$ cat config.mk
export PLATFORM = sky130hd
export DESIGN_NAME = rv32_divider
export DESIGN_NICKNAME = d
export VERILOG_FILES = /design/src/rtl/rv32_div_pkg.sv /design/src/rtl/rv32_divider.sv
export SDC_FILE = /design/constraint.sdc
export NUM_CORES = 1
export LEC_CHECK = 0
export BUFFER_PORTS_ARGS = -buffer_cell sky130_fd_sc_hd__buf_2
export CORE_AREA = 2 2 186 188
export CTS_CLUSTER_SIZE = 16
export DETAILED_ROUTE_END_ITERATION = 16
export DIE_AREA = 0 0 188 190
export GPL_TIMING_DRIVEN = 0
export PLACE_DENSITY_LB_ADDON = 0.12
export SLEW_MARGIN = 40
export SYNTH_ARGS = -nofsm -noshare
export SYNTH_HDL_FRONTEND = slang
export SYNTH_SLANG_ARGS = --single-unit
$ cat constraint.sdc
create_clock -name clk -period 3.3 [get_ports clk]
set_input_delay 0.495 -clock clk [delete_from_list [all_inputs] [get_ports clk]]
set_output_delay 0.495 -clock clk [all_outputs]
set_load 0.03 [all_outputs]
$ cat src/rtl/rv32_div_pkg.sv
// Shared definitions for the RV32 divider: op codes, FSM states and the
// fixed-point scaling shared with the ALU's FXMUL path.
package rv32_div_pkg;

   typedef logic [2:0] op_t;

   localparam op_t OpFxdiv = 3'b000;
   localparam op_t OpDiv   = 3'b100;
   localparam op_t OpDivu  = 3'b101;
   localparam op_t OpRem   = 3'b110;
   localparam op_t OpRemu  = 3'b111;

   typedef logic [1:0] state_t;

   localparam state_t StIdle = 2'd0;
   localparam state_t StCalc = 2'd1;
   localparam state_t StFix  = 2'd2;
   localparam state_t StDone = 2'd3;

   // Q17.14 scaling; FXMUL and FXDIV both take this value.
   localparam int unsigned FxFracBits = 14;

   function automatic logic [31:0] abs32(input logic [31:0] v);
      return v[31] ? (~v + 32'd1) : v;
   endfunction

endpackage

$ cat src/rtl/rv32_divider.sv
// Radix-2 restoring divider for DIV/DIVU/REM/REMU and fixed-point FXDIV,
// one quotient bit per clock.
module rv32_divider
   import rv32_div_pkg::*;
#(
   parameter int unsigned FX_FRAC_BITS = FxFracBits
) (
   input  logic        clk,
   input  logic        rst_n,
   input  logic        start_in,
   input  logic [2:0]  op_in,
   input  logic [31:0] dividend_in,
   input  logic [31:0] divisor_in,
   output logic        ready_out,
   output logic        done_out,
   output logic [31:0] result_out
);

   localparam int unsigned DqW  = 32 + FX_FRAC_BITS;
   localparam int unsigned CntW = $clog2(DqW + 1);

   state_t          state_q, state_d;
   logic [31:0]     rem_q, rem_d;
   logic [DqW-1:0]  dq_q, dq_d;
   logic [31:0]     div_q, div_d;
   logic [CntW-1:0] cnt_q, cnt_d;
   logic            sa_q, sa_d;
   logic            sb_q, sb_d;
   logic            signed_q, signed_d;
   logic            is_rem_q, is_rem_d;
   logic [31:0]     result_q, result_d;

   logic            op_signed, op_rem, op_fx, b_zero, ovf;
   logic [31:0]     a_mag, b_mag;
   logic [32:0]     rem_sh;
   logic [31:0]     diff;
   logic            borrow;

   always_comb begin
      op_signed = (op_in == OpDiv) || (op_in == OpRem) || (op_in == OpFxdiv);
      op_rem    = (op_in == OpRem) || (op_in == OpRemu);
      op_fx     = (op_in == OpFxdiv);
      b_zero    = (divisor_in == 32'd0);
      ovf       = ((op_in == OpDiv) || (op_in == OpRem)) &&
                  (dividend_in == 32'h8000_0000) && (divisor_in == 32'hFFFF_FFFF);
      a_mag     = op_signed ? abs32(dividend_in) : dividend_in;
      b_mag     = op_signed ? abs32(divisor_in) : divisor_in;

      // Partial remainder never exceeds |b|, so a 32-bit difference is exact
      // whenever there is no borrow.
      rem_sh = {rem_q, dq_q[DqW-1]};
      borrow = rem_sh < {1'b0, div_q};
      diff   = rem_sh[31:0] - div_q;

      state_d  = state_q;
      rem_d    = rem_q;
      dq_d     = dq_q;
      div_d    = div_q;
      cnt_d    = cnt_q;
      sa_d     = sa_q;
      sb_d     = sb_q;
      signed_d = signed_q;
      is_rem_d = is_rem_q;
      result_d = result_q;

      case (state_q)
         StIdle: begin
            if (start_in) begin
               sa_d     = op_signed & dividend_in[31];
               sb_d     = op_signed & divisor_in[31];
               signed_d = op_signed;
               is_rem_d = op_rem;
               if (b_zero) begin
                  if (op_fx) begin
                     result_d = dividend_in[31] ? 32'h8000_0000 : 32'h7FFF_FFFF;
                  end else if (op_rem) begin
                     result_d = dividend_in;
                  end else begin
                     result_d = 32'hFFFF_FFFF;
                  end
                  state_d = StDone;
               end else if (ovf) begin
                  result_d = op_rem ? 32'd0 : 32'h8000_0000;
                  state_d  = StDone;
               end else begin
                  // Integer ops run 32 steps over the top word; FXDIV runs all
                  // DqW steps over |a| << FX_FRAC_BITS. Both load the same way.
                  rem_d   = 32'd0;
                  dq_d    = DqW'(a_mag) << FX_FRAC_BITS;
                  div_d   = b_mag;
                  cnt_d   = op_fx ? CntW'(DqW) : CntW'(32);
                  state_d = StCalc;
               end
            end
         end
         StCalc: begin
            rem_d = borrow ? rem_sh[31:0] : diff;
            dq_d  = {dq_q[DqW-2:0], ~borrow};
            cnt_d = cnt_q - CntW'(1);
            if (cnt_q == CntW'(1)) begin
               state_d = StFix;
            end
         end
         StFix: begin
            if (is_rem_q) begin
               result_d = (signed_q && sa_q) ? -rem_q : rem_q;
            end else begin
               result_d = (signed_q && (sa_q ^ sb_q)) ? -dq_q[31:0] : dq_q[31:0];
            end
            state_d = StDone;
         end
         StDone: begin
            state_d = StIdle;
         end
         default: begin
            state_d = StIdle;
         end
      endcase
   end

   always_ff @(posedge clk or negedge rst_n) begin
      if (!rst_n) begin
         state_q  <= StIdle;
         rem_q    <= '0;
         dq_q     <= '0;
         div_q    <= '0;
         cnt_q    <= '0;
         sa_q     <= 1'b0;
         sb_q     <= 1'b0;
         signed_q <= 1'b0;
         is_rem_q <= 1'b0;
         result_q <= '0;
      end else begin
         state_q  <= state_d;
         rem_q    <= rem_d;
         dq_q     <= dq_d;
         div_q    <= div_d;
         cnt_q    <= cnt_d;
         sa_q     <= sa_d;
         sb_q     <= sb_d;
         signed_q <= signed_d;
         is_rem_q <= is_rem_d;
         result_q <= result_d;
      end
   end

   assign ready_out  = (state_q == StIdle);
   assign done_out   = (state_q == StDone);
   assign result_out = result_q;

endmodule
==> metrics.csv <==
stage,metric,value,unit
cells_and_area,# diodes,0,
critical_path,CP Max Fanout,10,
hold_path,Hold Crit Class,primary input to flip-flop,
clock_tree,H-tree Lvls,4,
synth,Synth warnings,0,
grt,global route overflow,0,
clock_tree,clock latency on the worst-skew pair,0.44,ns
synth,synthesized instance count,1459,
synth,cell taking the most area after synthesis,dfrtp_1,
cells_and_area,"Design Area, Final",13700,sq um
placed_design,Port-buffer cells,103,
drt,Vias/cell,5.51,
grt,Total GRT Usage,23.3,%
synth,Seq cells post-synth,154,
grt,initial antenna violation count,0,
critical_path,CP endpoint kind,flip-flop,
clock_tree,CTS Root Cell,clkbuf_16,
synth,async set-reset flop share out of synthesis,100,%
floorplanning,core area,33900,sq um
timing,Final Hold Fails,0,
timing,worst rel slew slack,38.9,%
synth,ys flop type,dfrtp_1,
timing,worst-margin pin slew,0.916,ns
power_and_ir_drop,pwr dens,975,nW/um^2
run_status,status,"complete, no violations",
placed_design,GP Congestion,0.881,
synth,Yosys cell types,71,
drt,DR WL/cell,20.1,um
cells_and_area,Nets,1701,
timing,fmax,311,MHz
drt,final WL,41300,um
drt,detailed router's first-iteration violation count,762,
grt,largest net degree at the start of global routing,62,
drt,vias,11300,
synth,post-synthesis cell area,11700,sq um
cells_and_area,layout cells sized above 1,13.6,%
floorplanning,Die X-Extent,188,um
placed_design,Detailed Place HPWL,32500,um
clock_tree,clk buf depth,2,
synth,syn_nets,1573,
grt,vias in the first global route,10800,
floorplanning,Die Height,190,um
drt,DRC,0,
placed_design,placed cell area,12900,sq um
timing,max-slew violation count,0,
synth,top cell type's share of synthesized area,32.9,%
floorplanning,Initial Util,34.5,%
timing,RSZ-0062 raised after global routing,no,
clock_tree,clock-pin slew on the worst setup and hold paths,0.07,ns
clock_tree,clk sinks,154,
clock_tree,TritonCTS Buffers,17,
drt,post-route ant nets,0,
critical_path,WP data required,3.61,ns
job,max_cap viols,0,
grt,first-pass GRT wire length,64300,um
timing,minimum clock period,3.22,ns
synth,number of synthesized flops with an enable pin,0,
timing,endpoints failing setup,0,
critical_path,kind of critical path,primary input to flip-flop,
floorplanning,die area,35700,sq um
cells_and_area,Layout Area Growth over Synthesis,17.0,%
timing,Sum Neg Setup Slack,0,ns
floorplanning,I/O pin total,104,
power_and_ir_drop,Leak Pwr,6.03,nW
synth,synth top area cells,"dfrtp_1, o21ai_0, a21oi_1",
clock_tree,TritonCTS clock tree,built,
floorplanning,Rows,68,
timing,final period utilization,97.5,%
critical_path,Worst EP arrival,3.52,ns
critical_path,startpoint types,primary input,
synth,post-synthesis sequential area ratio,32.9,%
power_and_ir_drop,peak supply drop,0.421,mV
drt,DRT Pass-1 Iters,5,
synth,syn_area_per_cell,8.03,sq um
timing,Layout Skew,0.0124,ns
[worst paths after layout]
kind	from	endpoint	slack, ns	depth (start not counted)
worst max-delay path	divisor_in[14]	result_out[30]	0.08	10
worst min-delay path	divisor_in[25]	div_q[25]	0.38	3
worst max register to register	dq_q[11]	result_out[29]	0.13	9
worst min register to register	result_out[28]	result_out[28]	0.47	1
max in group asynchronous	rst_n	div_q[26]	1.82	4
min in group asynchronous	rst_n	result_out[9]	0.55	2
[routing by layer]
layer  track usage, %  vias up  share of wire, %
met2             39.4      330                48
met5                0        -                 0
met4             6.87        0               2.1
met3             3.08       46               4.7
li1                 -     5500                 -
met1             31.0     5440                46
[cell families (layout without fill, tap and decap cells)]
logic type	count (synthesis)	in the layout	share of synthesized area [%]
multiplexers	29	29	2.50
XOR/XNOR	141	141	10.5
flip-flops	154	154	32.9
AO/OA/AOI/OAI	502	502	26.1
buffers and inverters	153	294	5.34
AND/OR/NAND/NOR	436	436	17.9
adder cells (fa/ha/maj)	44	44	4.76
[area by class of cell]
class | instances | area (sq um)
inverter | 67 | 251
tap | 455 | 569
sequential | 154 | 3850
timing repair buffer | 111 | 628
clock inverter | 12 | 138
buffer | 84 | 385
fill | 3564 | 20200
multi-input combinational | 1152 | 7410
clock buffer | 20 | 467
[cell usage in the layout, fill, tap and decap left out, drive strengths merged, types with 3 or more instances in the layout]
cell,count
a211oi,25
a21boi,4
a21o,43
a21oi,139
a22o,4
a311oi,3
a31oi,10
a32oi,7
and2,8
and3,5
buf,137
clkbuf,77
clkinv,5
dfrtp,154
ha,43
inv,70
mux2i,27
nand2,155
nand2b,9
nand3,36
nand4,11
nor2,110
nor2b,5
nor3,33
nor3b,5
nor4,16
o211a,3
o211ai,28
o21a,5
o21ai,153
o22ai,33
o31ai,24
o41ai,8
or2,3
or3,21
or4,11
xnor2,77
xor2,64
[worst max-delay path: stages]
cell and delay [ns]:
buf_2 0.13, or4_4 0.57, nor4_4 0.27, nand4bb_4 0.21, or4_4 0.62, a21oi_1 0.19
a21oi_2 0.17, buf_2 0.32, a311oi_1 0.46, a21oi_1 0.07
[sequential cells by signal, summed over array words and instances, names as in the netlist]
signal      flops
state_q         2
is_rem_q        1
rem_q          32
cnt_q           6
dq_q           46
div_q          32
sa_q            1
sb_q            1
result_out     32
signed_q        1
[power breakdown]
part           internal, mW  leakage (nW)  switching, mW
Combinational          2.95          3.75           5.04
Clock                  1.18         0.293          0.880
Sequential             2.62          1.99          0.696
[stage by stage]
stage | cells | total power, mW | hold slack, ns | utilization (%) | setup WS (ns)
global placement | 2017 | 11.0 | 0.455 | 37.7 | -0.906
finish | 2055 | 13.4 | 0.381 | 40.4 | 0.0841
global route | 2055 | 14.4 | 0.389 | 40.4 | 0.00618
detailed placement | 2019 | 11.0 | 0.431 | 37.9 | -0.751
CTS | 2053 | 13.2 | 0.375 | 39.9 | 0.0133
floorplan | 1459 | 8.71 | 0.199 | - | 0.408
[Yosys cell counts (all sizes together) (3+ instances only)]
cell / count
or3: 21
clkbuf: 56
o21a: 5
xnor2: 77
nor4: 16
a32oi: 7
inv: 67
nor2: 110
o21ai: 153
nor2b: 5
o41ai: 8
o22ai: 33
a21boi: 4
o31ai: 24
mux2i: 27
nor3b: 5
nand4: 11
xor2: 64
or2: 3
and3: 5
nand3: 36
buf: 30
a31oi: 10
nand2: 155
ha: 43
o211ai: 28
a21oi: 139
dfrtp: 154
or4: 11
and2: 8
o211a: 3
a211oi: 25
nor3: 33
a21o: 43
a22o: 4
nand2b: 9
a311oi: 3
[repair_timing]
item	in CTS	in global routing
gates resized for setup	10	24
setup buffers	2	3
endpoints found under the hold margin	48	0
hold buffers	1	0
setup endpoints to repair	48	96
pin swaps	2	1
(Power assumes the default switching activity.)
